===== config.mk =====
export PLATFORM = sky130hd
export DESIGN_NAME = mem_arbiter_flat
export DESIGN_NICKNAME = d
export VERILOG_FILES = /design/src/rtl/mem_arbiter_if.sv /design/src/rtl/mem_arbiter.sv /design/src/flat_wrapper.sv
export SDC_FILE = /design/constraint.sdc
export NUM_CORES = 1
export LEC_CHECK = 0
export CORE_MARGIN = 5
export CORE_UTILIZATION = 35
export DETAILED_ROUTE_END_ITERATION = 12
export MAX_ROUTING_LAYER = met4
export PLACE_DENSITY = 0.76
export SYNTH_ARGS = -nofsm -noshare
export SYNTH_HDL_FRONTEND = slang
export SYNTH_SLANG_ARGS = --single-unit

===== constraint.sdc =====
create_clock -name mclk -period 2 [get_ports mclk]
set_input_delay 0.4 -clock mclk [delete_from_list [all_inputs] [get_ports mclk]]
set_output_delay 0.4 -clock mclk [all_outputs]
set_load 0.02 [all_outputs]

===== src/rtl/mem_arbiter_if.sv =====
// mem_arbiter_if -- bundle of every signal between the two-requester memory
// arbiter, its requesters (m0, m1) and the downstream memory controller.
//
// Signals:
//   mX_rw_req     requester access request (held until own rec seen)
//   mX_rw         0 = read, 1 = write
//   mX_address    byte address
//   mX_write_data store data
//   mX_size       0 = byte, 1 = half, 2 = word
//   mX_read_data  registered load data, valid while mX_rec = 1
//   mX_rec        access-complete strobe to requester
//   mem_*         registered request port to the memory controller
//   mem_read_data / mem_rec  controller data / acknowledge
//   grant, busy, timeout_err  arbiter status
//
// Modports:
//   slave  -- the arbiter's view
//   master -- the view of whatever drives the requesters and the controller
interface mem_arbiter_if;
  logic        m0_rw_req,     m1_rw_req;
  logic        m0_rw,         m1_rw;
  logic [31:0] m0_address,    m1_address;
  logic [31:0] m0_write_data, m1_write_data;
  logic [1:0]  m0_size,       m1_size;
  logic [31:0] m0_read_data,  m1_read_data;
  logic        m0_rec,        m1_rec;

  logic [31:0] mem_address;
  logic        mem_rw;
  logic [31:0] mem_write_data;
  logic [1:0]  mem_size;
  logic        mem_rw_req;
  logic [31:0] mem_read_data;
  logic        mem_rec;

  logic        grant;
  logic        busy;
  logic        timeout_err;

  modport slave (
    input  m0_rw_req, m1_rw_req, m0_rw, m1_rw, m0_address, m1_address,
           m0_write_data, m1_write_data, m0_size, m1_size,
           mem_read_data, mem_rec,
    output m0_read_data, m1_read_data, m0_rec, m1_rec,
           mem_address, mem_rw, mem_write_data, mem_size, mem_rw_req,
           grant, busy, timeout_err
  );

  modport master (
    output m0_rw_req, m1_rw_req, m0_rw, m1_rw, m0_address, m1_address,
           m0_write_data, m1_write_data, m0_size, m1_size,
           mem_read_data, mem_rec,
    input  m0_read_data, m1_read_data, m0_rec, m1_rec,
           mem_address, mem_rw, mem_write_data, mem_size, mem_rw_req,
           grant, busy, timeout_err
  );
endinterface


===== src/rtl/mem_arbiter.sv =====
// mem_arbiter -- round-robin arbiter sharing one memory controller port
// between two requesters (m0, m1). An IDLE/ACCESS/RELEASE state machine
// latches the winner's request into registered mem_* outputs, waits for the
// controller acknowledge (or aborts after TIMEOUT cycles), returns the load
// data with a rec strobe, and holds rec until the winner drops its request.
//
// Parameters:
//   TIMEOUT     cycles allowed in ACCESS before the access is aborted
//   ABORT_DATA  read data returned to the requester on abort
// Ports:
//   mclk   sole clock, rising edge
//   reset  synchronous active-high reset
//   bus    mem_arbiter_if.slave (requesters, controller port, status)
module mem_arbiter #(
  parameter int          TIMEOUT    = 1024,
  parameter logic [31:0] ABORT_DATA = 32'h0000_0000
) (
  input  logic          mclk,
  input  logic          reset,
  mem_arbiter_if.slave  bus
);

  localparam int CNT_W = (TIMEOUT > 1) ? $clog2(TIMEOUT) : 1;

  typedef enum logic [1:0] {IDLE, ACCESS, RELEASE} state_t;

  state_t             state, state_nxt;
  logic [CNT_W-1:0]   cnt;
  logic               last_grant;

  logic               issue, complete, abort, release_done;
  logic               pick;
  logic               win_req;
  logic [31:0]        ret_data;

  // Load data handed back to the winner: controller data or the abort value.
  assign ret_data = complete ? bus.mem_read_data : ABORT_DATA;

  assign bus.grant = last_grant;
  assign bus.busy  = (state != IDLE);

  // Next-state and per-cycle strobes
  always_comb begin
    state_nxt    = state;
    issue        = 1'b0;
    complete     = 1'b0;
    abort        = 1'b0;
    release_done = 1'b0;
    pick         = last_grant;
    win_req      = last_grant ? bus.m1_rw_req : bus.m0_rw_req;

    case (state)
      IDLE: begin
        // On a tie the requester that was not served last wins.
        if (bus.m0_rw_req && bus.m1_rw_req) pick = ~last_grant;
        else                                pick = bus.m1_rw_req;
        // A still-high mem_rec means the previous controller handshake has
        // not closed (or is stale from before a reset): do not issue.
        if ((bus.m0_rw_req || bus.m1_rw_req) && !bus.m0_rec && !bus.m1_rec
            && !bus.mem_rec) begin
          issue     = 1'b1;
          state_nxt = ACCESS;
        end
      end
      ACCESS: begin
        if (bus.mem_rec) begin
          complete  = 1'b1;
          state_nxt = RELEASE;
        end else if (cnt == CNT_W'(TIMEOUT - 1)) begin
          abort     = 1'b1;
          state_nxt = RELEASE;
        end
      end
      RELEASE: begin
        if (!win_req && !bus.mem_rec) begin
          release_done = 1'b1;
          state_nxt    = IDLE;
        end
      end
      default: state_nxt = IDLE;
    endcase
  end

  // State, request port, and return-path registers
  always_ff @(posedge mclk) begin
    if (reset) begin
      state              <= IDLE;
      cnt                <= '0;
      last_grant         <= 1'b1;
      bus.mem_rw_req     <= 1'b0;
      bus.mem_rw         <= 1'b0;
      bus.mem_address    <= '0;
      bus.mem_write_data <= '0;
      bus.mem_size       <= '0;
      bus.m0_rec         <= 1'b0;
      bus.m1_rec         <= 1'b0;
      bus.m0_read_data   <= '0;
      bus.m1_read_data   <= '0;
      bus.timeout_err    <= 1'b0;
    end else begin
      state <= state_nxt;

      if (issue) begin
        last_grant         <= pick;
        cnt                <= '0;
        bus.mem_rw_req     <= 1'b1;
        bus.mem_rw         <= pick ? bus.m1_rw         : bus.m0_rw;
        bus.mem_address    <= pick ? bus.m1_address    : bus.m0_address;
        bus.mem_write_data <= pick ? bus.m1_write_data : bus.m0_write_data;
        bus.mem_size       <= pick ? bus.m1_size       : bus.m0_size;
      end

      if (state == ACCESS && !complete && !abort) cnt <= cnt + CNT_W'(1);

      // last_grant already names the winner while in ACCESS.
      if (complete || abort) begin
        bus.mem_rw_req <= 1'b0;
        if (last_grant) begin
          bus.m1_read_data <= ret_data;
          bus.m1_rec       <= 1'b1;
        end else begin
          bus.m0_read_data <= ret_data;
          bus.m0_rec       <= 1'b1;
        end
      end

      if (abort) bus.timeout_err <= 1'b1;

      if (release_done) begin
        bus.m0_rec <= 1'b0;
        bus.m1_rec <= 1'b0;
      end
    end
  end

endmodule


===== src/flat_wrapper.sv =====
// flat-port wrapper written by rule: the top's interface ports become plain ports
module mem_arbiter_flat 
#(
  parameter int          TIMEOUT    = 1024,
  parameter logic [31:0] ABORT_DATA = 32'h0000_0000
)
  (mclk, reset, bus_m0_rw_req, bus_m1_rw_req, bus_m0_rw, bus_m1_rw, bus_m0_address, bus_m1_address, bus_m0_write_data, bus_m1_write_data, bus_m0_size, bus_m1_size, bus_mem_read_data, bus_mem_rec, bus_m0_read_data, bus_m1_read_data, bus_m0_rec, bus_m1_rec, bus_mem_address, bus_mem_rw, bus_mem_write_data, bus_mem_size, bus_mem_rw_req, bus_grant, bus_busy, bus_timeout_err);
  mem_arbiter_if bus_i ();
  input  logic mclk;
  input  logic reset;
  input wire logic [$bits(bus_i.m0_rw_req)-1:0] bus_m0_rw_req;
  input wire logic [$bits(bus_i.m1_rw_req)-1:0] bus_m1_rw_req;
  input wire logic [$bits(bus_i.m0_rw)-1:0] bus_m0_rw;
  input wire logic [$bits(bus_i.m1_rw)-1:0] bus_m1_rw;
  input wire logic [$bits(bus_i.m0_address)-1:0] bus_m0_address;
  input wire logic [$bits(bus_i.m1_address)-1:0] bus_m1_address;
  input wire logic [$bits(bus_i.m0_write_data)-1:0] bus_m0_write_data;
  input wire logic [$bits(bus_i.m1_write_data)-1:0] bus_m1_write_data;
  input wire logic [$bits(bus_i.m0_size)-1:0] bus_m0_size;
  input wire logic [$bits(bus_i.m1_size)-1:0] bus_m1_size;
  input wire logic [$bits(bus_i.mem_read_data)-1:0] bus_mem_read_data;
  input wire logic [$bits(bus_i.mem_rec)-1:0] bus_mem_rec;
  output wire logic [$bits(bus_i.m0_read_data)-1:0] bus_m0_read_data;
  output wire logic [$bits(bus_i.m1_read_data)-1:0] bus_m1_read_data;
  output wire logic [$bits(bus_i.m0_rec)-1:0] bus_m0_rec;
  output wire logic [$bits(bus_i.m1_rec)-1:0] bus_m1_rec;
  output wire logic [$bits(bus_i.mem_address)-1:0] bus_mem_address;
  output wire logic [$bits(bus_i.mem_rw)-1:0] bus_mem_rw;
  output wire logic [$bits(bus_i.mem_write_data)-1:0] bus_mem_write_data;
  output wire logic [$bits(bus_i.mem_size)-1:0] bus_mem_size;
  output wire logic [$bits(bus_i.mem_rw_req)-1:0] bus_mem_rw_req;
  output wire logic [$bits(bus_i.grant)-1:0] bus_grant;
  output wire logic [$bits(bus_i.busy)-1:0] bus_busy;
  output wire logic [$bits(bus_i.timeout_err)-1:0] bus_timeout_err;
  assign bus_i.m0_rw_req = bus_m0_rw_req;
  assign bus_i.m1_rw_req = bus_m1_rw_req;
  assign bus_i.m0_rw = bus_m0_rw;
  assign bus_i.m1_rw = bus_m1_rw;
  assign bus_i.m0_address = bus_m0_address;
  assign bus_i.m1_address = bus_m1_address;
  assign bus_i.m0_write_data = bus_m0_write_data;
  assign bus_i.m1_write_data = bus_m1_write_data;
  assign bus_i.m0_size = bus_m0_size;
  assign bus_i.m1_size = bus_m1_size;
  assign bus_i.mem_read_data = bus_mem_read_data;
  assign bus_i.mem_rec = bus_mem_rec;
  assign bus_m0_read_data = bus_i.m0_read_data;
  assign bus_m1_read_data = bus_i.m1_read_data;
  assign bus_m0_rec = bus_i.m0_rec;
  assign bus_m1_rec = bus_i.m1_rec;
  assign bus_mem_address = bus_i.mem_address;
  assign bus_mem_rw = bus_i.mem_rw;
  assign bus_mem_write_data = bus_i.mem_write_data;
  assign bus_mem_size = bus_i.mem_size;
  assign bus_mem_rw_req = bus_i.mem_rw_req;
  assign bus_grant = bus_i.grant;
  assign bus_busy = bus_i.busy;
  assign bus_timeout_err = bus_i.timeout_err;
  mem_arbiter #(.TIMEOUT(TIMEOUT), .ABORT_DATA(ABORT_DATA)) u_core (.mclk(mclk), .reset(reset), .bus(bus_i));
endmodule

==> run_results.csv <==
group,metric,value,unit
drt,viasPerCell,4.972,
floorplanning,die_area,18950,um^2
setup_path,path_class,"flop to flop",
finish,final_nets,1033,
yosys,synth.distinct_cells,40,
drt,ant_nets,0,
clock_network,clkSinkCount,148,
floorplanning,initial_core_util,35.79,%
floorplanning,rows,46,
clock_network,cts-root-buf,"clkbuf_16",
sta,max_slew.worst_pin.slew,0.5004,ns
global_routing,track_usage,20.03,%
setup_path,max_stage_delay,0.34,ns
finish,final_util,61.29,%
yosys,yosysSeqAreaShare,51.93,%
placed_design,place_congestion,0.7918,
pwr,p_per_area,846.0,nW/um^2
placed_design,post_dp_cell_area,9165,um^2
yosys,synth_edf_count,0,
global_routing,grt_max_degree,59,
pwr,ir_worst_vdd,0.0005453,V
clock_network,numCtsBuffers,17,
yosys,yosys.area.top_type,"dfxtp_1",
setup_path,critical_path.top_delay_family,"compound AO/OA/AOI/OAI gates",
setup_path,critical_path.slowest_cell,"dfxtp_1",
hold_path,hold_depth,3,
yosys,async_flop_share,0,%
clock_network,cts_max_level,4,
job,max_cap_viol_count,0,
drt,dr.pass1.iters,4,
sta,slew_headroom,66.44,%
yosys,syn-num-nets,721,
drt,vias,5420,
hold_path,hold-path-endpoint,"u_core.bus.grant$_SDFFE_PP1P_",
sta,finalSetupViolations,0,
yosys,synthCells,549,
finish,regArea,2963,um^2
sta,timing.fmax,530.3,MHz
sta,min_period_over_period,94.28,%
outcome,status,"completed",
setup_path,end_kind,"flop",
clock_network,path_clk_slew,0.06,ns
yosys,synthTopCellsByArea,"dfxtp_1 (52%), mux2i_1 (12%), a22o_1 (9.8%)",
sta,rsz0062_at_grt,"false",
setup_path,r2r_end,"u_core.bus.m1_read_data[15]$_SDFFE_PP0P_",
finish,multi_input_area,2530,um^2
finish,drive_gt1_share,8.018,%
placed_design,port_buffers,307,
setup_path,path_buf_inv,2,
sta,fin_worst_skew,0.009273,ns
setup_path,crit_arrival,2.24,ns
sta,finalHoldViolCount,0,
global_routing,overflow,0,
yosys,yosysWarnings,0,
pwr,power,8267,uW
drt,drtIter0Drc,206,
finish,n_fill_cell,1349,
setup_path,r2r_setup_slack,0.11,ns
global_routing,antenna_found_initial,1,
setup_path,required,2.36,ns
setup_path,reg2reg_from,"u_core.cnt[0]$_SDFFE_PP0P_",
hold_path,hold_class,"input pin to flop",
global_routing,grt_pass1_wl,28390,um
finish,final_cell_area,9772,um^2
sta,fin_crit,1.886,ns
clock_network,clock_path_buffers,2,
clock_network,hold_buffers,0,
sta,slew_violations,0,
setup_path,cp-start-kind,"flop",
setup_path,crit_path_max_fanout,32,
hold_path,hold_start,"reset",
floorplanning,die_w,137.7,um
setup_path,crit_chain,"ha_1 -> buf_4 -> and4_1 -> a31o_2 -> a21oi_2 -> buf_12 -> a22o_1",
yosys,synth_seq_cells,148,
floorplanning,core,15940,um^2
placed_design,post-dp-hpwl,14550,um
yosys,yosysTopAreaCellShare,51.93,%
floorplanning,die-height,137.7,um
clock_network,tritoncts,"done",
finish,area_growth_syn_to_layout,71.27,%
floorplanning,io-pin-count,308,
drt,drt_drc_violations_left,0,
drt,wl_per_cell,17.91,um
clock_network,clock_latency,0.42,ns
yosys,synth.avg_cell_area,10.39,um^2
yosys,synth_area,5705,um^2
pwr,p_leak,0.003819,uW
global_routing,first_global_vias,5205,
drt,wirelength,19520,um
setup_path,reg2regPathDepth,7,
yosys,synth_top_flop_cell,"dfxtp_1",
-- Yosys cell counts (4+ instances only) --
master,count
and3_1,4
a22o_1,64
mux2i_1,67
dfxtp_1,148
buf_4,4
clkbuf_1,34
a21oi_1,13
o21ai_0,4
nor2_1,69
inv_1,5
nor2b_1,6
a211oi_1,70
nand3_1,9
nand2_1,9
-- layout by cell type (no fill, tap or decap), types with 4 or more instances in the layout --
master           netlist  routed
clkdlybuf4s50_1        0     304
dfxtp_1              148     148
a211oi_1              70      70
nor2_1                69      69
mux2i_1               67      67
a22o_1                64      64
buf_4                  4      25
clkbuf_16              0      17
a21oi_1               13      11
nand2_1                9       9
nand3_1                9       9
buf_12                 0       8
nor2b_1                6       6
inv_1                  5       5
and3_1                 4       4
o21ai_0                4       4
inv_6                  0       4
-- tightest hold or removal path: stages --
cell	delay (ns)
buf_2	0.16
inv_1	0.09
o211ai_1	0.08
-- report_power, final --
| group | switching, uW | internal [uW] | total [uW] |
|---|---|---|---|
| Combinational | 882 | 998 | 1880 |
| Clock | 1260 | 1880 | 3140 |
| Sequential | 102 | 3140 | 3250 |
-- cell type report --
cell class	instances	area share, %
inverter	5	0.1921
timing repair buffer	340	34.93
clock buffer	21	4.609
multi-input combinational	349	25.89
tap	216	2.766
sequential	148	30.32
antenna	1	0.02561
clock inverter	10	1.268
-- repair_timing --
| action | in CTS | in global routing |
|---|---|---|
| pin swaps | 0 | 0 |
| resized for setup | 3 | 0 |
| setup buffers | 0 | 2 |
| setup endpoints to repair | 5 | 1 |
-- worst max-delay path by stage --
stage	depth (start not counted)	endpoint	slack [ns]	start
after floorplan	6	u_core.bus.m1_read_data[10]$_SDFFE_PP0P_	0.14	u_core.cnt[0]$_SDFFE_PP0P_
after global placement	6	u_core.bus.mem_address[28]$_SDFFE_PP0P_	-0.17	bus_m0_rw_req
after detailed placement	6	u_core.bus.mem_address[16]$_SDFFE_PP0P_	-0.25	bus_m0_rw_req
after CTS	5	u_core.bus.mem_address[16]$_SDFFE_PP0P_	0.08	u_core.state[0]$_SDFFE_PP0P_
after global routing	6	u_core.bus.mem_address[16]$_SDFFE_PP0P_	0.004	u_core.state[1]$_SDFFE_PP0P_
final	7	u_core.bus.m1_read_data[15]$_SDFFE_PP0P_	0.11	u_core.cnt[0]$_SDFFE_PP0P_
-- per-layer routing --
metal / routed length, um / part of all wire [%] / global-route usage [%] / up-vias
li1: - / - / - / 2678
met5: 0 / 0 / - / -
met4: 520 / 2.7 / 8.038 / 0
met1: 8014 / 41 / 23.31 / 2499
met3: 1567 / 8.0 / 5.734 / 32
met2: 9418 / 48 / 32.59 / 211
-- flip-flops by register name (all words and copies together), names as in the netlist, 2 cells and up --
signal and count:
u_core.bus.m0_read_data 32, u_core.bus.m1_read_data 32, u_core.bus.mem_address 32, u_core.bus.mem_write_data 32, u_core.cnt 10, u_core.bus.mem_size 2
u_core.state 2
-- per-stage QoR --
stage / instances / hold WS [ns] / setup slack [ns] / TNS (ns)
2_1_floorplan: 549 / 0.4738 / 0.1434 / 0
3_3_place_gp: 1056 / 0.4415 / -0.1744 / -7.023
3_5_place_dp: 1056 / 0.4450 / -0.2525 / -11.69
4_1_cts: 1087 / 0.3598 / 0.07868 / 0
5_1_grt: 1090 / 0.3957 / 0.003552 / 0
6_report: 1090 / 0.3631 / 0.1144 / 0
-- cells by family after synthesis --
group / synth area share [%]
AOI/OAI and AO/OA: 22.46
DFF: 51.93
and+or+nand+nor: 9.101
muxes: 12.00
buffers and inverters: 4.145
xor gates and xnor gates: 0.1535
adders and majority gates: 0.2193
(Power assumes the default switching activity.)
